==> src/rtl/vga_timing_pkg.sv <==
// Shared VGA timing description, 10-bit counter type and RGB565 expansion
// used by the frame-buffer display reader.
package vga_timing_pkg;

  localparam int CNT_W = 10;
  localparam int DSIZE = 16;

  typedef logic [CNT_W-1:0] cnt_t;

  typedef struct packed {
    cnt_t h_active;
    cnt_t h_fp;
    cnt_t h_sync;
    cnt_t h_bp;
    cnt_t v_active;
    cnt_t v_fp;
    cnt_t v_sync;
    cnt_t v_bp;
  } vga_timing_t;

  typedef struct packed {
    logic [7:0] r;
    logic [7:0] g;
    logic [7:0] b;
  } rgb888_t;

  localparam vga_timing_t VGA_640X480 = '{
    h_active: 10'd640, h_fp: 10'd16, h_sync: 10'd96, h_bp: 10'd48,
    v_active: 10'd480, v_fp: 10'd10, v_sync: 10'd2,  v_bp: 10'd33
  };

  function automatic cnt_t h_total(input vga_timing_t t);
    return t.h_active + t.h_fp + t.h_sync + t.h_bp;
  endfunction

  function automatic cnt_t v_total(input vga_timing_t t);
    return t.v_active + t.v_fp + t.v_sync + t.v_bp;
  endfunction

  function automatic cnt_t hs_start(input vga_timing_t t);
    return t.h_active + t.h_fp;
  endfunction

  function automatic cnt_t hs_end(input vga_timing_t t);
    return t.h_active + t.h_fp + t.h_sync;
  endfunction

  function automatic cnt_t vs_start(input vga_timing_t t);
    return t.v_active + t.v_fp;
  endfunction

  function automatic cnt_t vs_end(input vga_timing_t t);
    return t.v_active + t.v_fp + t.v_sync;
  endfunction

  localparam cnt_t H_TOTAL  = h_total(VGA_640X480);
  localparam cnt_t V_TOTAL  = v_total(VGA_640X480);
  localparam cnt_t HS_START = hs_start(VGA_640X480);
  localparam cnt_t HS_END   = hs_end(VGA_640X480);
  localparam cnt_t VS_START = vs_start(VGA_640X480);
  localparam cnt_t VS_END   = vs_end(VGA_640X480);

  // Replicate the MSBs into the new LSBs so full-scale maps to 8'hFF.
  function automatic rgb888_t rgb565_to_888(input logic [15:0] d);
    rgb888_t p;
    p.r = {d[15:11], d[15:13]};
    p.g = {d[10:5],  d[10:9]};
    p.b = {d[4:0],   d[4:2]};
    return p;
  endfunction

endpackage

==> src/rtl/sdram_vga_reader_if.sv <==
// Read-port bundle between the display reader and the SDRAM controller's RD1 FIFO.
interface sdram_vga_reader_if #(
  parameter int DSIZE = 16
);
  logic             RD_REQ;
  logic             RD_LOAD;
  logic [DSIZE-1:0] RD_DATA;

  modport master (output RD_REQ, output RD_LOAD, input RD_DATA);
  modport slave  (input RD_REQ, input RD_LOAD, output RD_DATA);
endinterface

==> src/rtl/vga_sync_gen.sv <==
// Free-running H/V counters with region decode, raw (undelayed) syncs,
// active flag and a strobe on the last pixel of the frame.
module vga_sync_gen
  import vga_timing_pkg::*;
#(
  parameter vga_timing_t TIMING = VGA_640X480
) (
  input  logic CLK,
  input  logic RESET_N,
  output cnt_t h_cnt,
  output cnt_t v_cnt,
  output logic active,
  output logic hs_n,
  output logic vs_n,
  output logic frame_end
);

  localparam cnt_t H_LAST = h_total(TIMING) - cnt_t'(1);
  localparam cnt_t V_LAST = v_total(TIMING) - cnt_t'(1);
  localparam cnt_t HS0    = hs_start(TIMING);
  localparam cnt_t HS1    = hs_end(TIMING);
  localparam cnt_t VS0    = vs_start(TIMING);
  localparam cnt_t VS1    = vs_end(TIMING);
  localparam cnt_t H_ACT  = TIMING.h_active;
  localparam cnt_t V_ACT  = TIMING.v_active;

  always_ff @(posedge CLK or negedge RESET_N) begin
    if (!RESET_N) begin
      h_cnt <= '0;
      v_cnt <= '0;
    end else if (h_cnt == H_LAST) begin
      h_cnt <= '0;
      v_cnt <= (v_cnt == V_LAST) ? '0 : v_cnt + cnt_t'(1);
    end else begin
      h_cnt <= h_cnt + cnt_t'(1);
    end
  end

  assign active    = (h_cnt < H_ACT) && (v_cnt < V_ACT);
  assign hs_n      = !((h_cnt >= HS0) && (h_cnt < HS1));
  assign vs_n      = !((v_cnt >= VS0) && (v_cnt < VS1));
  assign frame_end = (h_cnt == H_LAST) && (v_cnt == V_LAST);

endmodule

==> src/rtl/sdram_vga_reader.sv <==
// VGA scan-out from the SDRAM read FIFO: per-pixel requests, per-frame reload,
// and a two-stage pipeline that keeps syncs/coordinates aligned with colour.
module sdram_vga_reader
  import vga_timing_pkg::*;
#(
  parameter vga_timing_t TIMING = VGA_640X480
) (
  input  logic                     CLK,
  input  logic                     RESET_N,
  input  logic                     FRAME_EN,
  sdram_vga_reader_if.master       rd,
  output logic                     VGA_HS,
  output logic                     VGA_VS,
  output logic                     VGA_BLANK_N,
  output logic [7:0]               VGA_R,
  output logic [7:0]               VGA_G,
  output logic [7:0]               VGA_B,
  output cnt_t                     PIX_X,
  output cnt_t                     PIX_Y
);

  localparam cnt_t V_ACT = TIMING.v_active;

  cnt_t    h_cnt, v_cnt;
  logic    active, hs_n, vs_n, frame_end;
  logic    run;
  logic    rd_req_q, rd_load_q;
  logic    hs_q1, vs_q1;
  cnt_t    x_q1, y_q1;
  rgb888_t pix;

  vga_sync_gen #(.TIMING(TIMING)) u_sync (
    .CLK       (CLK),
    .RESET_N   (RESET_N),
    .h_cnt     (h_cnt),
    .v_cnt     (v_cnt),
    .active    (active),
    .hs_n      (hs_n),
    .vs_n      (vs_n),
    .frame_end (frame_end)
  );

  // Enable is only honoured at the frame boundary so a frame is never torn.
  always_ff @(posedge CLK or negedge RESET_N) begin
    if (!RESET_N)       run <= 1'b0;
    else if (frame_end) run <= FRAME_EN;
  end

  always_ff @(posedge CLK or negedge RESET_N) begin
    if (!RESET_N) begin
      rd_req_q  <= 1'b0;
      rd_load_q <= 1'b1;
      hs_q1     <= 1'b1;
      vs_q1     <= 1'b1;
      x_q1      <= '0;
      y_q1      <= '0;
    end else begin
      rd_req_q  <= active && run;
      rd_load_q <= (v_cnt == V_ACT) || !run;
      hs_q1     <= hs_n;
      vs_q1     <= vs_n;
      x_q1      <= h_cnt;
      y_q1      <= v_cnt;
    end
  end

  assign rd.RD_REQ  = rd_req_q;
  assign rd.RD_LOAD = rd_load_q;
  assign pix        = rgb565_to_888(rd.RD_DATA);

  // The issued request doubles as the delayed (active && run) visibility flag.
  always_ff @(posedge CLK or negedge RESET_N) begin
    if (!RESET_N) begin
      VGA_HS      <= 1'b1;
      VGA_VS      <= 1'b1;
      VGA_BLANK_N <= 1'b0;
      VGA_R       <= '0;
      VGA_G       <= '0;
      VGA_B       <= '0;
      PIX_X       <= '0;
      PIX_Y       <= '0;
    end else begin
      VGA_HS      <= hs_q1;
      VGA_VS      <= vs_q1;
      VGA_BLANK_N <= rd_req_q;
      VGA_R       <= rd_req_q ? pix.r : 8'h00;
      VGA_G       <= rd_req_q ? pix.g : 8'h00;
      VGA_B       <= rd_req_q ? pix.b : 8'h00;
      PIX_X       <= x_q1;
      PIX_Y       <= y_q1;
    end
  end

endmodule

==> src/flat_wrapper.sv <==
// flat-port wrapper written by rule: the top's interface ports become plain ports
module sdram_vga_reader_flat import vga_timing_pkg::*;
#(
  parameter vga_timing_t TIMING = VGA_640X480
)
  (CLK, RESET_N, FRAME_EN, VGA_HS, VGA_VS, VGA_BLANK_N, VGA_R, VGA_G, VGA_B, PIX_X, PIX_Y, rd_RD_REQ, rd_RD_LOAD, rd_RD_DATA);
  sdram_vga_reader_if #(.DSIZE(16)) rd_i ();
  input  logic CLK;
  input  logic RESET_N;
  input  logic FRAME_EN;
  output logic VGA_HS;
  output logic VGA_VS;
  output logic VGA_BLANK_N;
  output logic [7:0] VGA_R;
  output logic [7:0] VGA_G;
  output logic [7:0] VGA_B;
  output cnt_t PIX_X;
  output cnt_t PIX_Y;
  output wire logic [$bits(rd_i.RD_REQ)-1:0] rd_RD_REQ;
  output wire logic [$bits(rd_i.RD_LOAD)-1:0] rd_RD_LOAD;
  input wire logic [$bits(rd_i.RD_DATA)-1:0] rd_RD_DATA;
  assign rd_RD_REQ = rd_i.RD_REQ;
  assign rd_RD_LOAD = rd_i.RD_LOAD;
  assign rd_i.RD_DATA = rd_RD_DATA;
  sdram_vga_reader #(.TIMING(TIMING)) u_core (.CLK(CLK), .RESET_N(RESET_N), .FRAME_EN(FRAME_EN), .rd(rd_i), .VGA_HS(VGA_HS), .VGA_VS(VGA_VS), .VGA_BLANK_N(VGA_BLANK_N), .VGA_R(VGA_R), .VGA_G(VGA_G), .VGA_B(VGA_B), .PIX_X(PIX_X), .PIX_Y(PIX_Y));
endmodule
==> config.mk <==
export PLATFORM = sky130hd
export DESIGN_NAME = sdram_vga_reader_flat
export DESIGN_NICKNAME = d
export VERILOG_FILES = /design/src/rtl/vga_timing_pkg.sv /design/src/rtl/sdram_vga_reader_if.sv /design/src/rtl/vga_sync_gen.sv /design/src/rtl/sdram_vga_reader.sv /design/src/flat_wrapper.sv
export SDC_FILE = /design/constraint.sdc
export NUM_CORES = 1
export LEC_CHECK = 0
export BUFFER_PORTS_ARGS = -buffer_cell sky130_fd_sc_hd__buf_2
export CAP_MARGIN = 20
export CORE_MARGIN = 2
export CORE_UTILIZATION = 45
export DETAILED_ROUTE_END_ITERATION = 7
export GPL_TIMING_DRIVEN = 0
export PLACE_DENSITY = 0.69
export SLEW_MARGIN = 20
export SYNTH_ARGS = -nofsm -noshare
export SYNTH_HDL_FRONTEND = slang
export SYNTH_SLANG_ARGS = --single-unit
==> constraint.sdc <==
create_clock -name CLK -period 2.5 [get_ports CLK]
set_input_delay 0.125 -clock CLK [delete_from_list [all_inputs] [get_ports CLK]]
set_output_delay 0.125 -clock CLK [all_outputs]
set_load 0.03 [all_outputs]
==> metrics.csv <==
stage,metric,value,unit
pwr,combPwrFrac,0.027,
clocking,cts-root-buf,clkbuf_8,
floorplanning,dieWidth,84.1,microns
final_layout,antennaDiodeCount,0,
clocking,clk_pin_slew,0.08,ns
pwr,netSwitchingPower,0.489,mW
synthesis,ys_warn_count,0,
clocking,clkLatencyLatePin,0.34,ns
timing,tightest_slew,0.655,ns
grt,grt_usage,0.144,
floorplanning,placeableCoreArea,0.00628,sq mm
synthesis,yosys.area.top_type_share,0.685,
grt,grt-ovfl-total,0,
placed_design,placed_area,0.00335,sq mm
clocking,tritoncts,done,
pwr,powerDensity,631,mW/mm^2
synthesis,syn-cell-area,0.00289,sq mm
synthesis,netlist_instances,202,
detailed_routing,firstDrtPassIters,4,
job,max_cap_viol_count,0,
detailed_routing,ant_nets,0,
timing,clock_skew,0.00593,ns
floorplanning,boundaryPins,68,
synthesis,synth_area_leaders,"dfrtp_1 68%, dfstp_2 4.5%, and2_1 3.7%",
timing,slew_violations,0,
placed_design,gp_congestion,0.715,
placed_design,numPortBuffers,67,
placed_design,dp_cells,347,
critical_path,cp-end-kind,register,
timing,fin_crit_sh,0.851,
critical_path,cp.arrival,2.36,ns
synthesis,synth.avg_cell_area,14.3,sq um
clocking,cts_setup_buffers,0,
pwr,p_seq_frac,0.580,
critical_path,cp.required,2.73,ns
floorplanning,die-area,0.00707,sq mm
timing,tns,0,ns
run_status,outcome,"complete, no violations",
final_layout,syn_to_final_growth,28.5,%
detailed_routing,vias,1769,
timing,hold_viol,0,
clocking,htreeDepth,3,
floorplanning,placementRows,29,
clocking,clock_sinks,84,
critical_path,start_kind,register,
pwr,cellLeakagePower,1.93,nW
timing,relSlewSlack,0.557,
final_layout,final_layout_size_suffix_gt1_frac,0.356,
final_layout,finalInstanceArea,0.00371,sq mm
timing,rsz0062_at_grt,false,
synthesis,synth_seq_cells,84,
timing,fin_crit,2.13,ns
grt,grt_antenna_before_repair,0,
final_layout,final_nets,321,
synthesis,yosysTopAreaCell,dfrtp_1,
detailed_routing,drtIter0Drc,91,
floorplanning,die_h,84.1,microns
detailed_routing,drc,0,
detailed_routing,vias_per_cell,4.66,
timing,setup_viol,0,
pwr,clockPowerShare,0.393,
critical_path,crit_fanout,6,
hold_path,min_path_type,in2reg,
grt,grt_pass1_vias,1717,
synthesis,async_flop_share,1.00,
final_layout,finish.utilization,0.591,
synthesis,ys_seq_area_frac,0.730,
grt,grt_max_degree,59,
critical_path,critPathKind,reg2reg,
detailed_routing,wl_per_cell,12.6,microns
pwr,p_int,1.85,mW
placed_design,dp_hpwl,3.13,mm
pwr,sw_frac_of_total,0.209,
synthesis,synthesis.nets,225,
clocking,cts.path.max_buffers,2,
detailed_routing,wl,4.79,mm
pwr,total_power,2.34,mW
synthesis,synth_edf_count,0,
floorplanning,initial_core_util,0.460,
grt,grt_pass1_wl,7.94,mm
synthesis,synth.distinct_cells,32,
timing,fmax,0.470,GHz
clocking,numCtsBuffers,9,
final_layout,instances_no_fill,380,
pwr,ir_worst_vdd,0.000377,V
synthesis,synth_ff_type,dfrtp_1,
[cell usage after synthesis (5+ instances only)]
| cell | instances |
|---|---|
| xnor2_1 | 8 |
| nor3_1 | 7 |
| nand4_1 | 8 |
| nand3_1 | 11 |
| o21ai_0 | 6 |
| dfrtp_1 | 79 |
| nor2_1 | 8 |
| dfstp_2 | 5 |
| nand2_1 | 5 |
| xor2_1 | 6 |
| inv_1 | 6 |
| and2_1 | 17 |
| buf_4 | 8 |
[power by group through the flow]
stage                     combinational [mW]  clock (mW)  sequential (mW)
final                                 0.0636       0.919             1.36
after global routing                  0.0722        1.01             1.36
after CTS                             0.0656       0.952             1.36
after detailed placement              0.0447           0             1.38
after global placement                0.0381           0             1.38
after floorplan                    0.0000145           0             1.38
[repair_timing]
action,in CTS,in global routing
endpoints found under the hold margin,42,0
gates resized for setup,0,0
hold buffers,17,0
[kinds of logic (layout without fill, tap and decap cells)]
| logic type | after synthesis | in the layout | share of synthesized area |
|---|---|---|---|
| DFF | 84 | 84 | 0.730 |
| and+or+nand+nor | 71 | 71 | 0.149 |
| buffers and inverters | 20 | 121 | 0.0399 |
| xor gates and xnor gates | 14 | 14 | 0.0425 |
| AOI/OAI and AO/OA | 8 | 8 | 0.0178 |
| adders and majority gates | 4 | 4 | 0.0173 |
| muxes | 1 | 1 | 0.00390 |
[area by class of cell]
| cell class | instances | area (sq um) |
|---|---|---|
| inverter | 6 | 22.5 |
| multi-input combinational | 98 | 664 |
| buffer | 14 | 92.6 |
| fill | 494 | 2570 |
| timing repair buffer | 85 | 536 |
| clock buffer | 10 | 128 |
| tap | 77 | 96.3 |
| sequential | 84 | 2110 |
| clock inverter | 6 | 62.6 |
[layer usage]
metal  vias up  part of all wire  GRT usage  wire, microns
li1        861                 -          -              -
met2        55              0.46      0.222           2190
met4         0             0.017     0.0616             82
met3         6             0.081     0.0633            386
met1       847              0.44      0.179           2130
met5         -                 0          0              0
[final timing paths]
kind	startpoint	endpoint	slack, ns	depth (start not counted)
max in group asynchronous	RESET_N	u_core.rd.RD_LOAD	1.64	3
worst min register to register	u_core.y_q1[9]	u_core.PIX_Y[9]	0.35	0
worst max register to register	u_core.u_sync.v_cnt[1]	u_core.run	0.37	6
worst max-delay path	u_core.u_sync.v_cnt[1]	u_core.run	0.37	6
min in group asynchronous	RESET_N	u_core.x_q1[1]	0.23	2
worst min-delay path	FRAME_EN	u_core.run	0.02	2
[cells in the final DEF (no fill, tap or decap), types with 2 or more instances in the layout]
| master | count |
|---|---|
| or4_1 | 2 |
| clkinv_2 | 3 |
| nor3_1 | 7 |
| dfstp_2 | 5 |
| nand4_1 | 8 |
| dfrtp_1 | 79 |
| o21ai_0 | 6 |
| xnor2_1 | 8 |
| ha_1 | 4 |
| and2_1 | 17 |
| inv_1 | 6 |
| clkbuf_1 | 4 |
| xor2_1 | 6 |
| and4_1 | 2 |
| clkbuf_8 | 9 |
| dlygate4sd3_1 | 17 |
| buf_2 | 68 |
| buf_4 | 9 |
| nand2_1 | 5 |
| nor2_1 | 8 |
| nand3_1 | 11 |
| nor2_2 | 2 |
[critical path, stage by stage, from the launching register on]
cell,delay (ns)
dfrtp_1,0.45
inv_1,0.10
ha_1,0.17
nand4_1,0.10
or4_1,0.57
nor2_2,0.26
mux2_2,0.36
[registers in the layout, summed over array words and instances, names as in the netlist, 5 cells and up]
register             cells
u_core.PIX_X            10
u_core.VGA_R             5
u_core.u_sync.h_cnt     10
u_core.u_sync.v_cnt     10
u_core.VGA_B             5
u_core.y_q1             10
u_core.VGA_G             6
u_core.x_q1             10
u_core.PIX_Y            10
[per-stage QoR]
stage | setup WS (ns) | hold WS (ns)
after CTS | 0.359 | 0.00102
final | 0.373 | 0.0155
after detailed placement | 0.381 | 0.0658
after global placement | 0.358 | 0.333
after floorplan | 0.602 | -0.171
after global routing | 0.197 | 0.0164
No activity file was read; power rests on OpenSTA's default activity.
